File: src/rtl/instfetch.sv
// Instruction fetch stage: PC register, direct-mapped I-cache with a single
// outstanding refill, and ROB redirect handling feeding the instruction queue.
module instfetch #(
  parameter int          ICacheLines = 16,
  parameter int          IndexWidth  = 4,
  parameter logic [31:0] ResetPC     = 32'h0
) (
  input  logic        clk_in,
  input  logic        rst_n_in,
  input  logic        rdy_in,
  output logic        if_mem_req_out,
  output logic [31:0] if_mem_addr_out,
  input  logic        mem_if_valid_in,
  input  logic [31:0] mem_if_data_in,
  input  logic        instqueue_if_rdy_in,
  output logic        if_instqueue_en_out,
  output logic [31:0] if_instqueue_inst_out,
  output logic [31:0] if_instqueue_pc_out,
  input  logic        rob_if_rst_in,
  input  logic [31:0] rob_if_pc_in
);

  localparam int TagWidth = 30 - IndexWidth;

  typedef enum logic [1:0] {
    FETCH   = 2'd0,
    MISS    = 2'd1,
    DISCARD = 2'd2
  } state_t;

  state_t                state, state_next;
  logic [31:0]           pc, pc_next;
  logic [31:0]           mem_addr, mem_addr_next;
  logic                  mem_req, mem_req_next;
  logic                  push_en, push_en_next;
  logic [31:0]           push_inst, push_inst_next;
  logic [31:0]           push_pc, push_pc_next;
  logic                  fill;

  logic [ICacheLines-1:0] line_valid;
  logic [TagWidth-1:0]    line_tag  [ICacheLines];
  logic [31:0]            line_data [ICacheLines];

  logic [IndexWidth-1:0] lookup_idx, fill_idx;
  logic [TagWidth-1:0]   lookup_tag, fill_tag;
  logic                  hit;

  assign lookup_idx = pc[IndexWidth+1:2];
  assign lookup_tag = pc[31:2+IndexWidth];
  assign fill_idx   = mem_addr[IndexWidth+1:2];
  assign fill_tag   = mem_addr[31:2+IndexWidth];
  assign hit        = line_valid[lookup_idx] && (line_tag[lookup_idx] == lookup_tag);

  // NOTE: every signal gets a default before any branch so no latch is inferred.
  always_comb begin
    state_next     = state;
    pc_next        = pc;
    mem_addr_next  = mem_addr;
    mem_req_next   = mem_req;
    push_en_next   = 1'b0;
    push_inst_next = push_inst;
    push_pc_next   = push_pc;
    fill           = 1'b0;

    // A returning refill is always written, even if a redirect coincides.
    if (state != FETCH && mem_if_valid_in) begin
      fill         = 1'b1;
      mem_req_next = 1'b0;
      state_next   = FETCH;
    end

    if (rob_if_rst_in) begin
      pc_next = rob_if_pc_in;
      if (state != FETCH && !mem_if_valid_in) state_next = DISCARD;
    end else begin
      unique case (state)
        FETCH: begin
          if (hit) begin
            if (instqueue_if_rdy_in) begin
              push_en_next   = 1'b1;
              push_inst_next = line_data[lookup_idx];
              push_pc_next   = pc;
              pc_next        = pc + 32'd4;
            end
          end else begin
            state_next    = MISS;
            mem_addr_next = {pc[31:2], 2'b00};
            mem_req_next  = 1'b1;
          end
        end
        MISS, DISCARD: begin
        end
        default: state_next = FETCH;
      endcase
    end
  end

  // NOTE: sequential state uses non-blocking assignments only.
  always_ff @(posedge clk_in or negedge rst_n_in) begin
    if (!rst_n_in) begin
      state      <= FETCH;
      pc         <= ResetPC;
      mem_addr   <= '0;
      mem_req    <= 1'b0;
      push_en    <= 1'b0;
      push_inst  <= '0;
      push_pc    <= '0;
      line_valid <= '0;
    end else if (rdy_in) begin
      state     <= state_next;
      pc        <= pc_next;
      mem_addr  <= mem_addr_next;
      mem_req   <= mem_req_next;
      push_en   <= push_en_next;
      push_inst <= push_inst_next;
      push_pc   <= push_pc_next;
      if (fill) line_valid[fill_idx] <= 1'b1;
    end
  end

  // NOTE: tag/data arrays are not reset; the valid bits alone qualify them.
  always_ff @(posedge clk_in) begin
    if (rdy_in && fill) begin
      line_tag[fill_idx]  <= fill_tag;
      line_data[fill_idx] <= mem_if_data_in;
    end
  end

  assign if_mem_req_out        = mem_req;
  assign if_mem_addr_out       = mem_addr;
  assign if_instqueue_en_out   = push_en && rdy_in;
  assign if_instqueue_inst_out = push_inst;
  assign if_instqueue_pc_out   = push_pc;

endmodule

File: config.mk
export PLATFORM = sky130hd
export DESIGN_NAME = instfetch
export DESIGN_NICKNAME = d
export VERILOG_FILES = /design/src/rtl/instfetch.sv
export SDC_FILE = /design/constraint.sdc
export NUM_CORES = 1
export LEC_CHECK = 0
export BUFFER_PORTS_ARGS = -buffer_cell sky130_fd_sc_hd__buf_2
export CORE_MARGIN = 3
export CORE_UTILIZATION = 45
export DETAILED_ROUTE_END_ITERATION = 7
export GPL_ROUTABILITY_DRIVEN = 0
export PLACE_DENSITY = 0.66
export SLEW_MARGIN = 15
export SYNTH_ARGS = -nofsm -noshare
export SYNTH_HDL_FRONTEND = slang
export SYNTH_SLANG_ARGS = --single-unit
export TNS_END_PERCENT = 20
File: constraint.sdc
create_clock -name clk_in -period 13.3 [get_ports clk_in]
set_input_delay 1.33 -clock clk_in [delete_from_list [all_inputs] [get_ports clk_in]]
set_output_delay 1.33 -clock clk_in [all_outputs]
set_load 0.02 [all_outputs]
Word level (Yosys, flattened, before mapping)
Memory sizes are Yosys's and may differ from the RTL's. A register that Yosys moved wholly into a read port is not among the register bits.
Cells that the tools add are included.
{ "classes": {"order_cmp": 3, "n_mux": 24, "reduce_logical": 18, "eq_ne": 3, "n_addsub": 1, "bitwise_logic": 3} }
{ "ops": {"columns": ["cell", "count"], "rows": [
  ["2-to-1 mux 32 bit", 4],
  ["adder 32 x 3 -> 32 bit, second input constant", 1],
  ["== test 26 bit", 1],
  ["bitwise OR 16 bit", 1],
  ["2-to-1 mux 1 bit", 13],
  ["less-than comparator 4 x 5 -> 1 bit, second input constant", 2],
  ["2-to-1 mux 2 bit", 4],
  ["AND reduction 4 bit", 2],
  ["nonzero test 2 bit", 4],
  ["logical AND 1 bit", 6],
  ["AND reduction 5 bit", 1],
  ["binary-select mux 1 bit (select 4 bit)", 1],
  ["demux 1 bit (select 4 bit)", 1],
  ["greater-or-equal comparator 4 x 1 -> 1 bit, second input constant", 1],
  ["one-hot mux 2 bit (2 select lines)", 1],
  ["== test 2 x 1 -> 1 bit, second input constant", 1],
  ["== test 2 bit, second input constant", 1],
  ["logical NOT 1 bit", 2],
  ["logical NOT 2 bit", 1],
  ["inverter 1 bit", 2],
  ["AND reduction 2 bit", 1],
  ["OR reduction 2 bit", 1]
]} }
{ "word_totals": {"ram_bits": 928, "in_bits": 70, "ff_bits": 114, "mem_count": 2, "output_inout_bits": 98, "wordCells": 61} }
{ "memory_table": {"columns": ["name", "depth", "word_bits", "rd", "rd_ports_with_merged_regs", "write_ports", "line", "source"], "rows": [
  ["line_data", 16, 32, 1, 1, 1, "42", "logic [31:0] line_data [ICacheLines];"],
  ["line_tag", 16, 26, 1, 0, 1, "41", "logic [TagWidth-1:0] line_tag [ICacheLines];"]
]} }

Depth between registers and ports, before layout
{ "depth": {"word_depth": 6, "ltp_mapped": 16, "depth_no_buf": 9} }

Least setup slack after synthesis
Ideal clock, no wire load.
{ "synth_timing": {"path_type": "input port to flip-flop", "start": "input rdy_in", "end": "register line_valid[0]", "arrival_ns": 6.669, "required_ns": 13.211, "path_stages": 6, "path_buffers": 1, "path_slack_ns": 6.542, "setup_time_ns": 0.089, "cell_sequence": "clkbuf_1 -> nor2b_1 -> nand2_1 -> or3_1 -> nor3_1 -> or2_2"} }
{ "synth_between": {"elab_chain_len": 1} }
{ "synth_rtl": {"columns": ["element", "line", "source"], "rows": [
  ["start, declared", "10", "input logic rdy_in,"],
  ["AND reduction 2 bit (no source line)", null, null],
  ["end signal, assigned", "108", "line_valid <= '0;"],
  ["end signal, assigned by index", "117", "if (fill) line_valid[fill_idx] <= 1'b1;"],
  ["end, declared", "40", "logic [ICacheLines-1:0] line_valid;"]
]} }
Every way passes these cells.
A chain may end at the register's enable or synchronous reset.

Worst setup path after layout
{ "layout_timing": {"start": "register pc[3]", "end": "register mem_addr[17] (netlist: if_mem_addr_out[17])"} }
{ "layout_between": {"elab_chain_len": 5, "elab_cells_between_ends": 7, "classes_between": "eq/ne: 1; mux: 2; bitwise: 1; reduce/logical: 2; memory: 1"} }
{ "layout_rtl": {"columns": ["element", "line", "source"], "rows": [
  ["start, declared", "32", "logic [31:0] pc, pc_next;"],
  ["start signal, assigned", "102", "pc <= ResetPC;"],
  ["start signal, assigned", "111", "pc <= pc_next;"],
  ["memory (16 x 26 bit) or binary-select mux 1 bit (select 4 bit) (tied branches)", null, null],
  ["== test 26 bit or 2-to-1 mux 1 bit (tied branches)", "52", "assign hit = line_valid[lookup_idx] && (line_tag[lookup_idx] == lookup_tag);"],
  ["logical AND 1 bit *", "52", null],
  ["inverter 1 bit (no source line) *", null, null],
  ["AND reduction 4 bit (no source line) *", null, null],
  ["end signal, assigned", "112", "mem_addr <= mem_addr_next;"],
  ["end, declared", "33", "logic [31:0] mem_addr, mem_addr_next;"]
]} }
Every way passes the cells marked *; elsewhere a longest branch is shown, timed or not. The select of a mux whose other input is x is not followed.

==> results_dict.tcl <==
set metrics [dict create \
    gr-usage-all-layers_pct 21.6 \
    area_delta_synth_final_pct 13.3 \
    hold_viol_final 0 \
    yosys-top-cells-area "edfxtp_1, mux4_2, dfrtp_1, mux2i_1, mux2_1" \
    drt_wl_total_um 106000 \
    htree_levels 3 \
    min_period_ps 6010 \
    postSynthAreaPerCell_um2 19.8 \
    hold-path-cell-count 1 \
    r2r-start "pc[3]" \
    post_cts_buffers 0 \
    antenna_found_initial 8 \
    setup_viol 0 \
    tns_ps 0 \
    crit_path_end_kind "flop" \
    yosysSeqAreaShare_pct 73.3 \
    ir_worst_vdd_mv 0.120 \
    initialDrtViolationCount 2481 \
    dp_hpwl_um 59900 \
    cts_tree "built" \
    layout.cells.non_filler 3698 \
    cts-root-buf "clkbuf_16" \
    synthCells 2169 \
    hold_class "reg2reg" \
    worstSkewPairLatency_ps 680 \
    die_x_um 315 \
    rsz0062_at_grt "no" \
    postLayoutCellArea_um2 48700 \
    nets 2421 \
    routedWlPerCell_um 28.8 \
    cts_hold_buf 0 \
    numCtsBuffers 106 \
    power.density_nw_per_um2 174 \
    relSlewSlack_pct 21.2 \
    reg2reg_to "if_mem_addr_out[17]" \
    viasPerCell 6.01 \
    synth_area_um2 43000 \
    critPathArrivalTime_ps 6530 \
    ioPinCount 168 \
    finalMaxSlewViolations 0 \
    die_area_um2 99200 \
    tightest_slew_ps 1180 \
    start_util_pct 45.7 \
    num_vias 22200 \
    max_freq_ghz 0.166 \
    path_class "reg2reg" \
    grt_pass1_vias 22700 \
    drc_errors 0 \
    utilization_pct 51.8 \
    dr.pass1.iters 6 \
    fin_skew_ps 54.0 \
    clk_pin_slew_ps 60 \
    synth_edf_count 928 \
    place_inst 3494 \
    fin_crit_sh_pct 45.2 \
    grt_pass1_wl_um 156000 \
    rrSetupSlack_ps 7290 \
    io_buffers 165 \
    synthDistinctLibCells 90 \
    cap_violations 0 \
    p_total_mw 8.47 \
    yosysWarnings 0 \
    required_ps 13820 \
    synth.top_cell.area_share_pct 64.8 \
    core_area_um2 94000 \
    cts_max_path_buffers 3 \
    ys_seq_elements 1074 \
    placed_area_um2 45100 \
    ys.flop_type "edfxtp_1" \
    min-delay-start "line_valid[7]" \
    hold_end "line_valid[7]" \
    synth-async-reset-ratio_pct 13.6 \
    die_h_um 315 \
    cts.sinks 1074 \
    crit_path_start_kind "flop" \
    status "completed" \
    reg2reg_depth 11 \
    drtAntennaViolNets 0 \
    cts_resized 0 \
    row_count 112 \
    synth_top_cell_by_area "edfxtp_1" \
    grt_max_degree 132 \
    leakagePower_nw 16.9 \
    overflow 0 \
    crit_fanout 123 \
    drive_gt1_share_pct 28.0 \
]
[kinds of logic (layout without fill, tap and decap cells)]
family | Yosys count | in the layout | synth area share (%)
DFF | 1074 | 1074 | 73.3
muxes | 450 | 450 | 17.2
and+or+nand+nor | 274 | 274 | 3.59
AOI/OAI and AO/OA | 198 | 198 | 3.51
buffers and inverters | 154 | 425 | 1.98
xor gates and xnor gates | 15 | 15 | 0.306
adders and majority gates | 3 | 3 | 0.0874
other | 1 | 5 | 0.00873
[worst max-delay path by stage]
stage	startpoint	cells past startpoint	slack, ps	endpoint
floorplan	rdy_in	6	6540	line_valid[0]
global placement	pc[3]	11	7440	if_instqueue_inst_out[12]
detailed placement	pc[3]	11	7310	if_instqueue_inst_out[13]
CTS	pc[3]	11	7290	if_instqueue_inst_out[13]
global route	pc[3]	11	6980	if_mem_addr_out[31]
finish	pc[3]	11	7290	if_mem_addr_out[17]
[report_power, final]
part | internal, mW | total (mW) | switching [mW]
clock | 1.76 | 3.02 | 1.27
sequential | 4.03 | 4.35 | 0.327
combinational | 0.457 | 1.10 | 0.643
[metrics by stage]
| step | hold WS [ps] | setup slack (ps) |
|---|---|---|
| floorplan | 434 | 6540 |
| global placement | 446 | 7440 |
| detailed placement | 457 | 7310 |
| CTS | 467 | 7290 |
| global route | 484 | 6980 |
| finish | 467 | 7290 |
[state kept, by name, indices dropped and copies added (netlist names), named ones only]
signal / flops
push_en: 1
if_instqueue_pc_out: 32
line_valid: 16
line_data: 512
state: 1
pc: 32
if_instqueue_inst_out: 32
if_mem_addr_out: 30
line_tag: 416
if_mem_req_out: 1
[cell type report]
cell class                      count  area (um^2)
Antenna cell                        3         7.51
Clock buffer                      154         3130
Sequential cell                  1074        31500
Timing Repair Buffer              208         1180
Fill cell                        7374        45300
Tap cell                         1254         1570
Multi-Input combinational cell    942        10700
Inverter                           16         61.3
Clock inverter                     47          477
[placed cells by master, fill, tap and decap left out, drive strengths merged, types with 4 or more instances in the layout]
cell / Yosys / routed
clkinv: 1 / 36
nor2b: 13 / 13
nand4: 11 / 11
bufinv: 0 / 6
a22oi: 18 / 18
o21ai: 17 / 17
o22ai: 31 / 31
or2: 19 / 19
buf: 70 / 207
and2: 15 / 15
nand3: 22 / 22
inv: 15 / 18
mux2i: 116 / 116
a311oi: 14 / 14
mux4: 218 / 218
nand2: 56 / 56
a211o: 4 / 4
clkbuf: 68 / 155
a211oi: 22 / 22
a21oi: 16 / 16
or4: 5 / 5
and3: 24 / 24
and4: 6 / 6
dfrtp: 146 / 146
edfxtp: 928 / 928
nor2: 43 / 43
mux2: 116 / 116
a22o: 17 / 17
a2111oi: 5 / 5
nand2b: 9 / 9
a31oi: 8 / 8
a221oi: 5 / 5
nor4: 12 / 12
xnor2: 12 / 12
nor3: 23 / 23
and4b: 4 / 4
[critical path, stage by stage, from the launching register on]
cell      delay [ps]
dfrtp_4          920
buf_12           680
buf_4            960
nor2b_1          410
a22o_1           330
or4_1            490
nand4b_1         120
and4b_1          220
nand4_2          160
nor4_4            90
nor2_4           910
mux2_1           390
[layer usage]
| metal | wire length [um] | global-route usage, % | vias to the layer above |
|---|---|---|---|
| li1 | - | - | 9284 |
| met1 | 43800 | 30.2 | 11800 |
| met2 | 50100 | 34.0 | 986 |
| met3 | 8840 | 4.55 | 208 |
| met4 | 3670 | 7.29 | 6 |
| met5 | 47 | 0 | - |
[cells in the mapped netlist (15+ instances only)]
master	count
a211oi_1	22
a21oi_1	15
a22o_1	17
a22oi_1	17
and3_1	24
buf_2	21
buf_6	23
clkbuf_1	68
dfrtp_1	146
edfxtp_1	928
mux2_1	86
mux2_2	30
mux2i_1	116
mux4_2	218
nand2_1	56
nand3_1	22
nor2_1	40
nor3_1	23
o21ai_0	16
o22ai_1	31
or2_2	17
(Power assumes the default switching activity.)
